===== config.mk =====
export PLATFORM = sky130hd
export DESIGN_NAME = player_hit_edge_detect_flat
export DESIGN_NICKNAME = d
export VERILOG_FILES = /design/src/rtl/player_hit_edge_detect_if.sv /design/src/rtl/player_hit_edge_detect.sv /design/src/flat_wrapper.sv
export SDC_FILE = /design/constraint.sdc
export NUM_CORES = 1
export LEC_CHECK = 0
export ABC_CLOCK_PERIOD_IN_PS = 2100
export CAP_MARGIN = 20
export CORE_ASPECT_RATIO = 1.2
export CORE_MARGIN = 2
export CORE_UTILIZATION = 48
export DETAILED_ROUTE_END_ITERATION = 10
export GPL_ROUTABILITY_DRIVEN = 0
export GPL_TIMING_DRIVEN = 0
export MAX_ROUTING_LAYER = met4
export PLACE_DENSITY = 0.78
export SETUP_SLACK_MARGIN = 0.1
export SYNTH_ARGS = -nofsm -noshare
export SYNTH_HDL_FRONTEND = slang
export SYNTH_SLANG_ARGS = --single-unit

===== constraint.sdc =====
create_clock -name clk -period 2.1 [get_ports clk]
set_clock_uncertainty 0.1 [all_clocks]
set_input_delay 0.21 -clock clk [delete_from_list [all_inputs] [get_ports clk]]
set_output_delay 0.21 -clock clk [all_outputs]
set_load 0.03 [all_outputs]

===== src/rtl/player_hit_edge_detect_if.sv =====
// rtl/player_hit_edge_detect_if.sv - raster/collision signal bundle for player_hit_edge_detect
// HIT_COUNT_EN adds the hitCount return signal.
interface player_hit_edge_detect_if;
  logic               startOfFrame;
  logic        [10:0] pixelX;
  logic        [10:0] pixelY;
  logic signed [10:0] playerTopLeftX;
  logic signed [10:0] playerTopLeftY;
  logic               playerDR;
  logic               wallDR;
  logic               collision;
  logic        [3:0]  HitEdgeCode;
  logic               collisionPulse;
`ifdef HIT_COUNT_EN
  logic        [7:0]  hitCount;
`endif

  modport master (
    output startOfFrame, pixelX, pixelY, playerTopLeftX, playerTopLeftY, playerDR, wallDR,
`ifdef HIT_COUNT_EN
    input  hitCount,
`endif
    input  collision, HitEdgeCode, collisionPulse
  );

  modport slave (
    input  startOfFrame, pixelX, pixelY, playerTopLeftX, playerTopLeftY, playerDR, wallDR,
`ifdef HIT_COUNT_EN
    output hitCount,
`endif
    output collision, HitEdgeCode, collisionPulse
  );
endinterface


===== src/rtl/player_hit_edge_detect.sv =====
// rtl/player_hit_edge_detect.sv - per-frame player/wall overlap classifier by player box edge
// HIT_COUNT_EN adds a saturating per-frame overlap pixel counter on hitCount.
module player_hit_edge_detect #(
  parameter int OBJECT_WIDTH_X = 64,
  parameter int OBJECT_HIGHT_Y = 64,
  parameter int EDGE_MARGIN    = 4
) (
  input logic                   clk,
  input logic                   reset,
  player_hit_edge_detect_if.slave bus
);
  localparam logic signed [11:0] BOX_W   = 12'(OBJECT_WIDTH_X);
  localparam logic signed [11:0] BOX_H   = 12'(OBJECT_HIGHT_Y);
  localparam logic signed [11:0] MARGIN  = 12'(EDGE_MARGIN);
  localparam logic signed [11:0] RIGHT_B = 12'(OBJECT_WIDTH_X - EDGE_MARGIN);
  localparam logic signed [11:0] BOTTOM_B = 12'(OBJECT_HIGHT_Y - EDGE_MARGIN);

  typedef enum logic {SYNC_ST, ACC_ST} state_t;
  state_t state, state_next;
  logic   accepting, latch;

  logic               hit1;
  logic signed [11:0] off_x, off_y, diff_x, diff_y;
  logic               in_box, hit2;
  logic        [3:0]  edges;

  logic        [3:0]  acc_edge, edge_out;
  logic               acc_hit, coll_out, pulse_out;

  always_ff @(posedge clk or posedge reset) begin
    if (reset) state <= SYNC_ST;
    else       state <= state_next;
  end

  // Only the first startOfFrame after reset matters; from then on every frame is whole.
  always_comb begin
    state_next = state;
    if (state == SYNC_ST && bus.startOfFrame) state_next = ACC_ST;
  end

  always_comb begin
    accepting = (state == ACC_ST);
    latch     = accepting && bus.startOfFrame;
  end

  always_comb begin
    diff_x = {1'b0, bus.pixelX} - {bus.playerTopLeftX[10], bus.playerTopLeftX};
    diff_y = {1'b0, bus.pixelY} - {bus.playerTopLeftY[10], bus.playerTopLeftY};
  end

  always_ff @(posedge clk or posedge reset) begin
    if (reset) begin
      hit1  <= 1'b0;
      off_x <= '0;
      off_y <= '0;
    end else begin
      hit1  <= bus.playerDR && bus.wallDR && (accepting || bus.startOfFrame);
      off_x <= diff_x;
      off_y <= diff_y;
    end
  end

  // Overlap outside the player box is a renderer artefact and is dropped entirely.
  always_comb begin
    in_box = !off_x[11] && !off_y[11] && (off_x < BOX_W) && (off_y < BOX_H);
    hit2   = hit1 && in_box;
    edges  = {off_x < MARGIN, off_y < MARGIN, off_x >= RIGHT_B, off_y >= BOTTOM_B} & {4{hit2}};
  end

  always_ff @(posedge clk or posedge reset) begin
    if (reset) begin
      acc_edge  <= '0;
      acc_hit   <= 1'b0;
      edge_out  <= '0;
      coll_out  <= 1'b0;
      pulse_out <= 1'b0;
    end else begin
      pulse_out <= 1'b0;
      if (latch) begin
        edge_out  <= acc_edge | edges;
        coll_out  <= acc_hit | hit2;
        pulse_out <= acc_hit | hit2;
        acc_edge  <= '0;
        acc_hit   <= 1'b0;
      end else if (accepting) begin
        acc_edge  <= acc_edge | edges;
        acc_hit   <= acc_hit | hit2;
      end
    end
  end

  assign bus.HitEdgeCode    = edge_out;
  assign bus.collision      = coll_out;
  assign bus.collisionPulse = pulse_out;

`ifdef HIT_COUNT_EN
  logic [7:0] acc_cnt, cnt_out, cnt_next;

  always_comb begin
    cnt_next = acc_cnt;
    if (hit2 && acc_cnt != 8'hFF) cnt_next = acc_cnt + 8'd1;
  end

  always_ff @(posedge clk or posedge reset) begin
    if (reset) begin
      acc_cnt <= '0;
      cnt_out <= '0;
    end else if (latch) begin
      cnt_out <= cnt_next;
      acc_cnt <= '0;
    end else if (accepting) begin
      acc_cnt <= cnt_next;
    end
  end

  assign bus.hitCount = cnt_out;
`endif
endmodule


===== src/flat_wrapper.sv =====
// flat-port wrapper written by rule: the top's interface ports become plain ports
module player_hit_edge_detect_flat 
#(
  parameter int OBJECT_WIDTH_X = 64,
  parameter int OBJECT_HIGHT_Y = 64,
  parameter int EDGE_MARGIN    = 4
)
  (clk, reset, bus_startOfFrame, bus_pixelX, bus_pixelY, bus_playerTopLeftX, bus_playerTopLeftY, bus_playerDR, bus_wallDR, bus_collision, bus_HitEdgeCode, bus_collisionPulse);
  player_hit_edge_detect_if bus_i ();
  input logic clk;
  input logic reset;
  input wire logic [$bits(bus_i.startOfFrame)-1:0] bus_startOfFrame;
  input wire logic [$bits(bus_i.pixelX)-1:0] bus_pixelX;
  input wire logic [$bits(bus_i.pixelY)-1:0] bus_pixelY;
  input wire logic [$bits(bus_i.playerTopLeftX)-1:0] bus_playerTopLeftX;
  input wire logic [$bits(bus_i.playerTopLeftY)-1:0] bus_playerTopLeftY;
  input wire logic [$bits(bus_i.playerDR)-1:0] bus_playerDR;
  input wire logic [$bits(bus_i.wallDR)-1:0] bus_wallDR;
  output wire logic [$bits(bus_i.collision)-1:0] bus_collision;
  output wire logic [$bits(bus_i.HitEdgeCode)-1:0] bus_HitEdgeCode;
  output wire logic [$bits(bus_i.collisionPulse)-1:0] bus_collisionPulse;
  assign bus_i.startOfFrame = bus_startOfFrame;
  assign bus_i.pixelX = bus_pixelX;
  assign bus_i.pixelY = bus_pixelY;
  assign bus_i.playerTopLeftX = bus_playerTopLeftX;
  assign bus_i.playerTopLeftY = bus_playerTopLeftY;
  assign bus_i.playerDR = bus_playerDR;
  assign bus_i.wallDR = bus_wallDR;
  assign bus_collision = bus_i.collision;
  assign bus_HitEdgeCode = bus_i.HitEdgeCode;
  assign bus_collisionPulse = bus_i.collisionPulse;
  player_hit_edge_detect #(.OBJECT_WIDTH_X(OBJECT_WIDTH_X), .OBJECT_HIGHT_Y(OBJECT_HIGHT_Y), .EDGE_MARGIN(EDGE_MARGIN)) u_core (.clk(clk), .reset(reset), .bus(bus_i));
endmodule

==> impl_metrics.json <==
{
  "status": "finished clean",
  "swShare": 0.249,
  "synth_top_area_share": 0.372,
  "place.detailed.hpwl_um": 3200,
  "crit_path_end_kind": "flip-flop",
  "drtPass1Iterations": 4,
  "layout-drive-gt1-share": 0.107,
  "async_reset_ff_frac": 1.00,
  "finalCriticalPeriod_ns": 1.96,
  "postSynthAreaPerCell_um2": 9.24,
  "num_vias": 1868,
  "cts_root_buf": "clkbuf_8",
  "drv_cap": 0,
  "p_leak_nw": 1.42,
  "worstPathCellList": "clkdlybuf4s50_1, inv_1, ha_4, a21o_1, a31o_1, a31oi_4, mux2i_1, nand3_1",
  "yosysSeqAreaShare": 0.372,
  "num-nets-final": 380,
  "synth_edf_count": 0,
  "crit_required_ns": 2.15,
  "vdd_drop_max_mv": 0.310,
  "start_util": 0.490,
  "die_w_um": 66.0,
  "drv_slew": 0,
  "worst-path-max-fanout": 4,
  "worst_pin_slew_ns": 0.477,
  "core_um2": 4530,
  "timing.final.crit_share": 0.932,
  "numCtsBuffers": 5,
  "num_io_pins": 55,
  "grt_pass1_wl_um": 7160,
  "setup_tns_ns": 0,
  "powerDensity_nw_per_um2": 635,
  "fillers": 386,
  "grt_max_degree": 24,
  "finalInstanceArea_um2": 3070,
  "die_h_um": 78.5,
  "hold_path_class": "primary input to asynchronous set/reset pin",
  "synth_top_cell_by_area": "dfrtp_1",
  "diodes": 0,
  "p_sw_mw": 0.485,
  "port-buffer-count": 54,
  "rows": 27,
  "combPwrFrac": 0.262,
  "clkPwrFrac": 0.353,
  "final_cells": 366,
  "drt_wl_total_um": 4030,
  "clk_latency_ns": 0.28,
  "dpl_cell_area_um2": 2860,
  "antenna_found_initial": 0,
  "grtUsageTotal": 0.179,
  "yosys_warnings": 0,
  "synthFlopType": "dfrtp_1",
  "internal_power_mw": 1.47,
  "ctsLongestPathBuffers": 2,
  "critical-path-max-stage-delay_ns": 0.45,
  "cts_sinks": 33,
  "die-area_um2": 5180,
  "critPathKind": "primary input to flip-flop",
  "crit_slowest_cell": "clkdlybuf4s50_1",
  "area_growth_syn_to_layout_pct": 38.6,
  "mappedNetlistNets": 313,
  "maxSlewHeadroom": 0.681,
  "first_global_vias": 1744,
  "yosys_register_bits": 33,
  "cp.arrival_ns": 2.00,
  "syn_inst": 240,
  "path_clk_slew_ns": 0.06,
  "syn_area_um2": 2220,
  "post-route-util": 0.679,
  "wl_per_cell_um": 11.0,
  "fmax_mhz": 511,
  "drcViolationCount": 0,
  "start_kind": "primary input",
  "drtIter0Drc": 100,
  "cts_tree": "built",
  "crit_buf_inv": 2,
  "rsz0062_at_grt": "true",
  "setup_viol": 0,
  "via_per_inst": 5.10,
  "seq_power_share": 0.385,
  "ant_nets": 0,
  "yosys-top-cells-area": "dfrtp_1 (37%), ha_1 (12%), xnor2_1 (5.1%)",
  "critical_path.top_delay_family": "compound AO/OA/AOI/OAI gates",
  "dp.cells": 353,
  "grt_overflow": 0,
  "ys_types": 42,
  "final_hold_viol_count": 0,
  "h-tree-depth": 2
}
==> area by class of cell <==
cell class	count	area, um2	area share
plain buffers	4	22.5	0.00733
clock buffers	5	68.8	0.0224
clock inverters	3	65.1	0.0212
inverters	28	105	0.0342
multi-input cells	175	1310	0.425
flip-flops and latches	33	826	0.269
well taps	58	72.6	0.0236
repair buffers	60	606	0.197
==> power by group through the flow <==
stage | Clock [mW] | Combinational, mW | Sequential, mW
2_1_floorplan | 0 | 0.326 | 0.757
3_3_place_gp | 0 | 0.465 | 0.763
3_5_place_dp | 0 | 0.480 | 0.765
4_1_cts | 0.696 | 0.490 | 0.752
5_1_grt | 0.730 | 0.573 | 0.760
6_report | 0.688 | 0.512 | 0.752
==> routing by layer <==
layer | up-vias | GRT usage | wire length, um | share of wire
met5 | - | - | 0 | 0
met3 | 4 | 0.0358 | 183 | 0.045
met2 | 49 | 0.297 | 2050 | 0.51
met1 | 843 | 0.211 | 1720 | 0.43
met4 | 0 | 0.0714 | 72 | 0.018
li1 | 972 | - | - | -
==> flip-flops by register name, summed over array words and instances, names as in the netlist <==
signal,flops
u_core.hit1,1
u_core.bus.collision,1
u_core.acc_hit,1
u_core.accepting,1
u_core.bus.collisionPulse,1
u_core.off_x,10
u_core.bus.HitEdgeCode,4
u_core.acc_edge,4
u_core.off_y,10
==> Yosys cell counts (4+ instances only) <==
master    count
dfrtp_1      33
inv_1        28
ha_1         22
nor2_1       22
a21oi_1      17
nand2_1      16
xnor2_1      13
nor3_1        8
a21o_1        7
nand3_1       6
nor4_1        5
o21ai_0       5
a31oi_1       4
nand2b_1      4
==> cell families (layout without fill, tap and decap cells) <==
logic type,count (synthesis),in the layout,share of synthesized area
AOI/OAI and AO/OA,55,55,0.177
xor gates and xnor gates,16,16,0.0632
adders and majority gates,24,24,0.142
buffers and inverters,32,100,0.0576
DFF,33,33,0.372
muxes,1,1,0.00451
and+or+nand+nor,79,79,0.183
==> worst reg2reg max path: cells and delay by family (launching register included) <==
kind,cells,cell delay [ns]
flops,1,0.40
simple gates,4,0.99
compound gates,1,0.10
==> per-stage QoR <==
step / setup WS [ns] / power (mW) / hold WS [ns]
floorplan: 0.410 / 1.08 / 0.231
global placement: -0.175 / 1.23 / 0.350
detailed placement: -0.217 / 1.25 / 0.357
CTS: 0.111 / 1.94 / 0.161
global route: 0.0847 / 2.06 / 0.194
finish: 0.143 / 1.95 / 0.154
==> timing repair <==
| action | CTS | global route |
|---|---|---|
| hold buffers | 0 | 0 |
| cloned | 0 | 0 |
| pin swaps | 0 | 3 |
| endpoints found under the setup margin | 1 | 6 |
| setup buffers | 1 | 4 |
| resized for setup | 2 | 7 |
==> layout by cell type (no fill, tap or decap), types with 3 or more instances in the layout <==
master            n
clkdlybuf4s50_1  54
dfrtp_1          33
inv_1            28
nor2_1           22
ha_1             19
a21oi_1          17
nand2_1          16
xnor2_1          13
nor3_1            8
a21o_1            7
nand3_1           6
nor4_1            5
o21ai_0           5
clkbuf_8          5
buf_4             5
nand2b_1          4
a31oi_1           4
nand4_1           3
clkbuf_1          3
o21a_1            3
a21oi_2           3
o211ai_1          3
and3_1            3
xor2_1            3
==> final timing paths <==
path                       slack [ns]                               endpoint  cells after the start                             startpoint
setup / recovery                 0.14              u_core.off_y[9]$_DFF_PP0_                      8                  bus_playerTopLeftY[4]
hold / removal                   0.15  u_core.bus.HitEdgeCode[3]$_DFFE_PP0P_                      2                                  reset
setup reg to reg                 0.44         u_core.acc_edge[1]$_DFFE_PP0P_                      5             u_core.off_x[11]$_DFF_PP0_
hold reg to reg                  0.37  u_core.bus.HitEdgeCode[3]$_DFFE_PP0P_                      2  u_core.bus.HitEdgeCode[3]$_DFFE_PP0P_
max in group asynchronous        1.28                  u_core.hit1$_DFF_PP0_                      3                                  reset
min in group clk                 0.37  u_core.bus.HitEdgeCode[3]$_DFFE_PP0P_                      2  u_core.bus.HitEdgeCode[3]$_DFFE_PP0P_
No activity file was read; power rests on OpenSTA's default activity.
